==> src/rtl/mem_arb_pkg.sv <==
// ---------------------------------------------------------------------------
// mem_arb_pkg
// Shared types and constants for the off-chip memory port arbiter.
//   state_t        : arbiter FSM states (IDLE, BUSY, RESP)
//   DEF_ADDR_W     : default memory address width
//   DEF_LINE_W     : default cache-line width
//   PORT_I/PORT_D  : requester indices (instruction cache / data cache)
//   port_onehot()  : converts a requester index into a one-hot grant vector
// ---------------------------------------------------------------------------
package mem_arb_pkg;

    typedef enum logic [1:0] {
        IDLE = 2'd0,
        BUSY = 2'd1,
        RESP = 2'd2
    } state_t;

    localparam int DEF_ADDR_W = 32;
    localparam int DEF_LINE_W = 256;

    localparam int PORT_I = 0;
    localparam int PORT_D = 1;

    function automatic logic [1:0] port_onehot(input logic idx);
        logic [1:0] vec;
        vec = 2'b00;
        vec[idx] = 1'b1;
        return vec;
    endfunction

endpackage

==> src/rtl/rr_arb2.sv <==
// ---------------------------------------------------------------------------
// rr_arb2
// Combinational two-way picker used by the memory port arbiter.
//   req        : request vector, bit PORT_I = icache, bit PORT_D = dcache
//   last_grant : index of the port that won the previous transaction
//   fixed_prio : 1 makes the dcache port win every tie
//   gnt        : one-hot winner, 00 when nobody requests
// ---------------------------------------------------------------------------
module rr_arb2
    import mem_arb_pkg::*;
(
    input  logic [1:0] req,
    input  logic       last_grant,
    input  logic       fixed_prio,
    output logic [1:0] gnt
);

    // A lone requester always wins. On a tie, either the dcache port wins
    // unconditionally, or the port that did not win last time gets its turn.
    always_comb begin
        gnt = 2'b00;
        case (req)
            2'b01:   gnt[PORT_I] = 1'b1;
            2'b10:   gnt[PORT_D] = 1'b1;
            2'b11: begin
                if (fixed_prio) begin
                    gnt[PORT_D] = 1'b1;
                end else if (last_grant == 1'b1) begin
                    gnt[PORT_I] = 1'b1;
                end else begin
                    gnt[PORT_D] = 1'b1;
                end
            end
            default: gnt = 2'b00;
        endcase
    end

endmodule

==> src/rtl/mem_port_arbiter.sv <==
// ---------------------------------------------------------------------------
// mem_port_arbiter
// Shares the single off-chip line-wide memory port between the instruction
// cache (port 0) and the data cache (port 1). One transaction at a time:
// the winner's request is latched into the mem_* registers and held for the
// whole transaction, and the memory ack plus read line are routed back to
// that requester one cycle later.
//
// Ports:
//   clk_i, rst_i                 : clock, synchronous active-high reset
//   pN_enable_i / pN_write_i     : request and direction from requester N
//   pN_addr_i / pN_data_i        : line address and write line from requester N
//   pN_ack_o / pN_data_o         : completion pulse and read line to requester N
//   mem_enable_o / mem_write_o   : request and direction to memory
//   mem_addr_o / mem_data_o      : address and write line to memory
//   mem_ack_i / mem_data_i       : completion pulse and read line from memory
//   grant_o                      : one-hot current owner, 00 when idle
//   timeout_o                    : sticky flag, a transaction stayed BUSY too long
// ---------------------------------------------------------------------------
module mem_port_arbiter
    import mem_arb_pkg::*;
#(
    parameter int ADDR_W         = DEF_ADDR_W,
    parameter int LINE_W         = DEF_LINE_W,
    parameter int FIXED_PRIO     = 0,
    parameter int TIMEOUT_CYCLES = 0
) (
    input  logic              clk_i,
    input  logic              rst_i,

    input  logic              p0_enable_i,
    input  logic              p0_write_i,
    input  logic [ADDR_W-1:0] p0_addr_i,
    input  logic [LINE_W-1:0] p0_data_i,
    output logic              p0_ack_o,
    output logic [LINE_W-1:0] p0_data_o,

    input  logic              p1_enable_i,
    input  logic              p1_write_i,
    input  logic [ADDR_W-1:0] p1_addr_i,
    input  logic [LINE_W-1:0] p1_data_i,
    output logic              p1_ack_o,
    output logic [LINE_W-1:0] p1_data_o,

    output logic              mem_enable_o,
    output logic              mem_write_o,
    output logic [ADDR_W-1:0] mem_addr_o,
    output logic [LINE_W-1:0] mem_data_o,
    input  logic              mem_ack_i,
    input  logic [LINE_W-1:0] mem_data_i,

    output logic [1:0]        grant_o,
    output logic              timeout_o
);

    // The watchdog counter only needs to reach TIMEOUT_CYCLES; it stops
    // counting once the sticky flag is set, so it can never wrap.
    localparam int CNT_W   = (TIMEOUT_CYCLES > 0) ? $clog2(TIMEOUT_CYCLES + 1) : 1;
    localparam int TO_LAST = (TIMEOUT_CYCLES > 0) ? TIMEOUT_CYCLES - 1 : 0;

    state_t           state;
    logic             last_grant;
    logic             owner;
    logic [CNT_W-1:0] wd_cnt;
    logic [1:0]       req;
    logic [1:0]       pick;

    assign req[PORT_I] = p0_enable_i;
    assign req[PORT_D] = p1_enable_i;

    rr_arb2 u_arb (
        .req        (req),
        .last_grant (last_grant),
        .fixed_prio (FIXED_PRIO != 0),
        .gnt        (pick)
    );

    // Arbiter FSM with every output registered. IDLE latches the winner's
    // request, BUSY holds the memory side steady until the memory acks (the
    // requester inputs are deliberately ignored there), and RESP is the
    // single cycle in which the owner sees its ack and read line. The read
    // line stays on the owner's data_o until that port is served again.
    always_ff @(posedge clk_i) begin
        if (rst_i) begin
            state        <= IDLE;
            last_grant   <= 1'b1;
            owner        <= 1'b0;
            wd_cnt       <= '0;
            p0_ack_o     <= 1'b0;
            p0_data_o    <= '0;
            p1_ack_o     <= 1'b0;
            p1_data_o    <= '0;
            mem_enable_o <= 1'b0;
            mem_write_o  <= 1'b0;
            mem_addr_o   <= '0;
            mem_data_o   <= '0;
            grant_o      <= 2'b00;
            timeout_o    <= 1'b0;
        end else begin
            case (state)
                IDLE: begin
                    if (pick != 2'b00) begin
                        owner        <= pick[PORT_D];
                        grant_o      <= pick;
                        mem_enable_o <= 1'b1;
                        wd_cnt       <= '0;
                        if (pick[PORT_D]) begin
                            mem_write_o <= p1_write_i;
                            mem_addr_o  <= p1_addr_i;
                            mem_data_o  <= p1_data_i;
                        end else begin
                            mem_write_o <= p0_write_i;
                            mem_addr_o  <= p0_addr_i;
                            mem_data_o  <= p0_data_i;
                        end
                        state <= BUSY;
                    end
                end

                BUSY: begin
                    // The watchdog only raises a flag; the transaction keeps
                    // waiting for the memory regardless.
                    if (TIMEOUT_CYCLES != 0 && !timeout_o) begin
                        wd_cnt <= wd_cnt + CNT_W'(1);
                        if (wd_cnt == CNT_W'(TO_LAST)) begin
                            timeout_o <= 1'b1;
                        end
                    end
                    if (mem_ack_i) begin
                        mem_enable_o <= 1'b0;
                        grant_o      <= 2'b00;
                        last_grant   <= owner;
                        if (owner) begin
                            p1_ack_o  <= 1'b1;
                            p1_data_o <= mem_data_i;
                        end else begin
                            p0_ack_o  <= 1'b1;
                            p0_data_o <= mem_data_i;
                        end
                        state <= RESP;
                    end
                end

                RESP: begin
                    p0_ack_o <= 1'b0;
                    p1_ack_o <= 1'b0;
                    state    <= IDLE;
                end

                default: begin
                    state <= IDLE;
                end
            endcase
        end
    end

    // grant_o must always agree with the latched owner while BUSY; a
    // disagreement means the datapath and the FSM have drifted apart.
    always_ff @(posedge clk_i) begin
        if (!rst_i && state == BUSY) begin
            assert (grant_o == port_onehot(owner))
                else $error("grant_o does not match owner");
        end
    end

endmodule

==> config.mk <==
export PLATFORM = sky130hd
export DESIGN_NAME = mem_port_arbiter
export DESIGN_NICKNAME = d
export VERILOG_FILES = /design/src/rtl/mem_arb_pkg.sv /design/src/rtl/rr_arb2.sv /design/src/rtl/mem_port_arbiter.sv
export SDC_FILE = /design/constraint.sdc
export NUM_CORES = 2
export LEC_CHECK = 0
export CAP_MARGIN = 15
export CORE_AREA = 4 4 633 635
export CTS_BUF_LIST = sky130_fd_sc_hd__clkbuf_4 sky130_fd_sc_hd__clkbuf_8
export CTS_CLUSTER_SIZE = 40
export DETAILED_ROUTE_END_ITERATION = 8
export DIE_AREA = 0 0 637 639
export GPL_TIMING_DRIVEN = 0
export PLACE_DENSITY = 0.34
export REMOVE_ABC_BUFFERS = 1
export SLEW_MARGIN = 20
export SYNTH_ARGS = -nofsm -noshare
export SYNTH_HDL_FRONTEND = slang
export SYNTH_SLANG_ARGS = --single-unit
==> constraint.sdc <==
create_clock -name clk_i -period 2.9 [get_ports clk_i]
set_input_delay 0.435 -clock clk_i [delete_from_list [all_inputs] [get_ports clk_i]]
set_output_delay 0.435 -clock clk_i [all_outputs]
set_load 0.01 [all_outputs]
Yosys cells after proc, flatten, opt, wreduce, memory -nomap -nowiden
Index checks and enable logic that the tools add are counted.
{ "op_classes": {"bitwise": 1, "n_mux": 22, "n_reduce_logical": 12, "eq_ne": 9} }
{ "ops": {"columns": ["op", "n"], "rows": [
  ["$mux W256", 1],
  ["$mux W32", 1],
  ["$reduce_and A3 Y1", 5],
  ["$pmux W1 S2", 5],
  ["$mux W1", 9],
  ["$mux W2", 4],
  ["$ne A2 B2 Y1 const B", 4],
  ["$pmux W2 S2", 2],
  ["$eq A2 B2 Y1 const B", 3],
  ["$reduce_and A2 Y1", 3],
  ["$reduce_bool A2 Y1", 3],
  ["$eq A2 B1 Y1 const B", 2],
  ["$logic_not A2 Y1", 1],
  ["$not A1 Y1", 1]
]} }
{ "totals": {"output_inout_bits": 807, "ff_bits": 810, "word_cells": 56, "in_bits": 839} }

Logic depth before layout (Yosys ltp)
{ "logic_depth": {"ltp_word": 5, "ltp_mapped": 7, "ltp_nobuf": 3} }

By module
A second synthesis with hierarchy kept.
{ "unflattened": {"hier_cells": 3583, "hier_area_um2": 31980.7} }
{ "modules_own_cells": {"columns": ["module", "cells_per_inst", "n_inst", "area_per_inst_um2"], "rows": [
  ["mem_port_arbiter", 3579, 1, 31950.6],
  ["rr_arb2", 4, 1, 30.0]
]} }

Worst setup path before layout
No wires, ideal clock.
{ "synth_timing": {"path_type": "input to register", "start": "input port rst_i", "end": "register mem_data_o[77]", "arrival_time_ns": 1.337, "slack_ns": 1.424, "stages": 4, "required_time_ns": 2.761, "path_buffers": 3, "path_cell_list": "clkbuf_1 -> clkbuf_1 -> clkbuf_1 -> a311oi_1"} }
{ "synth_lines": {"columns": ["element", "line_no", "rtl"], "rows": [
  ["from (decl)", "mem_port_arbiter.sv:29", "input logic rst_i,"],
  ["to (signal assigned)", "mem_port_arbiter.sv:110", "mem_data_o <= p1_data_i;"],
  ["to (signal assigned)", "mem_port_arbiter.sv:114", "mem_data_o <= p0_data_i;"],
  ["to (decl)", "mem_port_arbiter.sv:48", "output logic [LINE_W-1:0] mem_data_o,"]
]} }
No word-level cell between the ends.

Final worst setup path
{ "layout_timing": {"start": "register state[1]", "end": "register p0_data_o[187]"} }
{ "layout_via": {"elab_chain_len": 2} }
{ "layout_rtl": {"columns": ["element", "line_no", "rtl"], "rows": [
  ["from (decl)", "mem_port_arbiter.sv:61", "state_t state;"],
  ["from (signal assigned)", "mem_port_arbiter.sv:85", "state <= IDLE;"],
  ["from (signal assigned)", "mem_port_arbiter.sv:116", "state <= BUSY;"],
  ["from (signal assigned)", "mem_port_arbiter.sv:140", "state <= RESP;"],
  ["$eq A2 B1 Y1", "mem_port_arbiter.sv:100", "case (state)"],
  ["$reduce_and A3 Y1 (no source line)", null, null],
  ["to (signal assigned)", "mem_port_arbiter.sv:138", "p0_data_o <= mem_data_i;"],
  ["to (decl)", "mem_port_arbiter.sv:36", "output logic [LINE_W-1:0] p0_data_o,"]
]} }
Every way passes these cells.
A chain may end at the register's enable or synchronous reset.

==> results.yml <==
status:
  status: "complete, no violations"
drt:
  vias: 39210
  viasPerCell: 3.378
  wl_mm: 296.3
  drc_errors: 0
  ant_nets: 0
  drt-initial-drc-count: 2305
  firstDrtPassIters: 5
  wire_per_inst_um: 25.53
clocking:
  clk_latency_ns: 0.97
  cts_sinks: 810
  cts-root-buf: "clkbuf_8"
  clk_path_buf_depth: 4
  cts_buffers: 182
  clk_pin_slew_ns: 0.06
  ctsHtreeMaxLevel: 4
  cts_tree: "built"
global_route:
  grt_usage: 0.1375
  use_met2: 0.2631
  grtUsageMet1: 0.1423
  use_met3: 0.04093
  grt-ovfl-total: 0
  grt_pass1_vias: 40251
  grt-busiest-layer: "met2"
  grt_max_degree: 106
  antenna_found_initial: 111
  grt_pass1_wl_mm: 383.1
sta:
  min_period_over_period: 0.9758
  drv_slew: 0
  rsz0062_at_grt: "false"
  tns_ns: 0
  fin_hold_ws_ns: 0.1707
  tightest_slew_ns: 0.9201
  slew_headroom: 0.3890
  fin_skew_ns: 0.05154
  hold_violations: 0
  setup-violations-final: 0
  finalWorstSetupSlack_ns: 0.07012
  fmax_ghz: 0.3534
  post-route-min-period_ns: 2.830
pwr:
  max-vdd-ir-drop_uv: 334.8
  p_seq_frac: 0.360
  pwr-share-clk: 0.419
  internal_power_mw: 23.74
  power.density_nw_per_um2: 521.5
  power_frac_comb: 0.221
  power_mw: 34.27
  p_sw_mw: 10.53
  p_sw_frac: 0.3071
  p_leak_nw: 22.76
worst_setup_path:
  r2r_slack_ns: 0.07
  cp-end-kind: "register"
  crit_type: "register to register"
  critPathLaunchType: "register"
  cpPeakStageDelay_ns: 0.40
  worst-path-max-fanout: 52
  arrival_ns: 3.72
  path_cells: "and4bb_4 -> buf_16 -> buf_16 -> buf_12 -> buf_16 -> buf_16 -> buf_16 -> nand2_2 -> a21oi_1"
  crit_path_frequent_cell: "buf_16"
  critPathSlowestCell: "and4bb_4"
  critPathRequiredTime_ns: 3.79
floorplanning:
  rows: 231
  die_h_um: 639
  dieWidth_um: 637
  ioPinCount: 1646
  die-area_um2: 407000
  core-area_um2: 395100
  start_util: 0.07788
logic_synthesis:
  yosysSeqAreaShare: 0.5270
  synthArstFlopShare: 0
  mappedNetlistArea_um2: 30770
  synth_area_per_cell_um2: 7.880
  yosys_warnings: 0
  synth.distinct_cells: 26
  synth_edf_count: 0
  synth_flop_cell: "dfxtp_1"
  synth_cells: 3905
  ys_ff_latch: 810
final_layout:
  n_fill_cell: 44618
  mostFrequentLayoutCell: "nand2_1"
  drive_gt1_frac: 0.07390
  nNetsFinal: 7046
  syn2layout_area_growth_pct: 113.5
  finalNonFillerCells: 11608
  design_area_um2: 65710
  post-route-util: 0.1663
  final_cell_mix: "nand2_1 (1,604), clkdlybuf4s50_1 (1,588), a21oi_1 (809)"
placement:
  dp.cells: 10529
  dpl.hpwl_mm: 240.1
  dpl_worst_slack_ns: -1.085
  gp_congestion: 0.8470
  place_area_um2: 54350
  io_buffers: 1644
job:
  drv_cap: 0
hold_path:
  worst_hold_path_type: "primary input to register"
==> cell usage after synthesis (all sizes together), types with 2 or more instances <==
cell type | n | share of area
or2 | 2 | 0.00041
a311oi | 289 | 0.084
nand2b | 2 | 0.00041
a21oi | 809 | 0.13
clkbuf | 141 | 0.017
buf | 227 | 0.039
o211ai | 2 | 0.00049
nand3 | 2 | 0.00033
dfxtp | 810 | 0.53
nor2 | 6 | 0.00098
nand2 | 1605 | 0.20
==> path summary, 6_finish.rpt <==
check | from | to | depth (start not counted)
hold / removal | p1_data_i[30] | mem_data_o[30] | 3
hold reg to reg | p1_data_o[233] | p1_data_o[233] | 2
setup / recovery | state[1] | p0_data_o[187] | 9
setup reg to reg | state[1] | p0_data_o[187] | 9
==> what timing repair did <==
item / CTS / global route
endpoints found under the setup margin: 311 / 117
pin swaps: 5 / 4
endpoints found under the hold margin: 717 / 1
gates resized for setup: 76 / 7
hold buffers: 715 / 1
cloned: 8 / 7
setup buffers: 9 / 5
==> power by group through the flow <==
| stage | Clock, mW | Sequential [mW] | Combinational (mW) |
|---|---|---|---|
| after floorplan | 0 | 12.7 | 1.73 |
| after global placement | 0 | 12.5 | 6.51 |
| after detailed placement | 0 | 12.6 | 6.53 |
| after CTS | 15.1 | 12.4 | 7.63 |
| after global routing | 15.5 | 12.4 | 8.05 |
| final | 14.4 | 12.3 | 7.56 |
==> layer usage <==
metal	share of wire	up-vias
met3	0.071	472
met1	0.36	19218
met2	0.53	1576
met4	0.037	38
li1	-	17906
met5	0.00079	-
==> worst max-delay path: cells and delay by family (launching register included) <==
| family | cells | cell delay (ns) |
|---|---|---|
| simple gates | 2 | 0.55 |
| flops | 1 | 0.39 |
| compound gates | 1 | 0.14 |
| buf+inv | 6 | 1.39 |
==> area by class of cell <==
class | instances | area (µm²) | area share
Timing Repair Buffer | 2482 | 26080 | 0.3970
Sequential cell | 810 | 16230 | 0.2471
Multi-Input combinational cell | 2731 | 12910 | 0.1965
Tap cell | 5242 | 6559 | 0.09982
Clock buffer | 278 | 3457 | 0.05261
Clock inverter | 32 | 379.1 | 0.005770
Antenna cell | 33 | 82.58 | 0.001257
==> cell families after synthesis <==
group	count (synthesis)	synth area share
buf+inv	368	0.05628
other cells	1	0.0001219
compound gates	1103	0.2168
flops	810	0.5270
simple gates	1623	0.1998
==> flip-flops by register name, summed over array words and instances (netlist names) <==
| register | cells |
|---|---|
| mem_data_o | 256 |
| p0_data_o | 256 |
| p1_data_o | 256 |
| mem_addr_o | 32 |
| grant_o | 2 |
| state | 2 |
| last_grant | 1 |
| mem_enable_o | 1 |
| mem_write_o | 1 |
| owner | 1 |
| p0_ack_o | 1 |
| p1_ack_o | 1 |
Power figures use the tool's default switching activity.
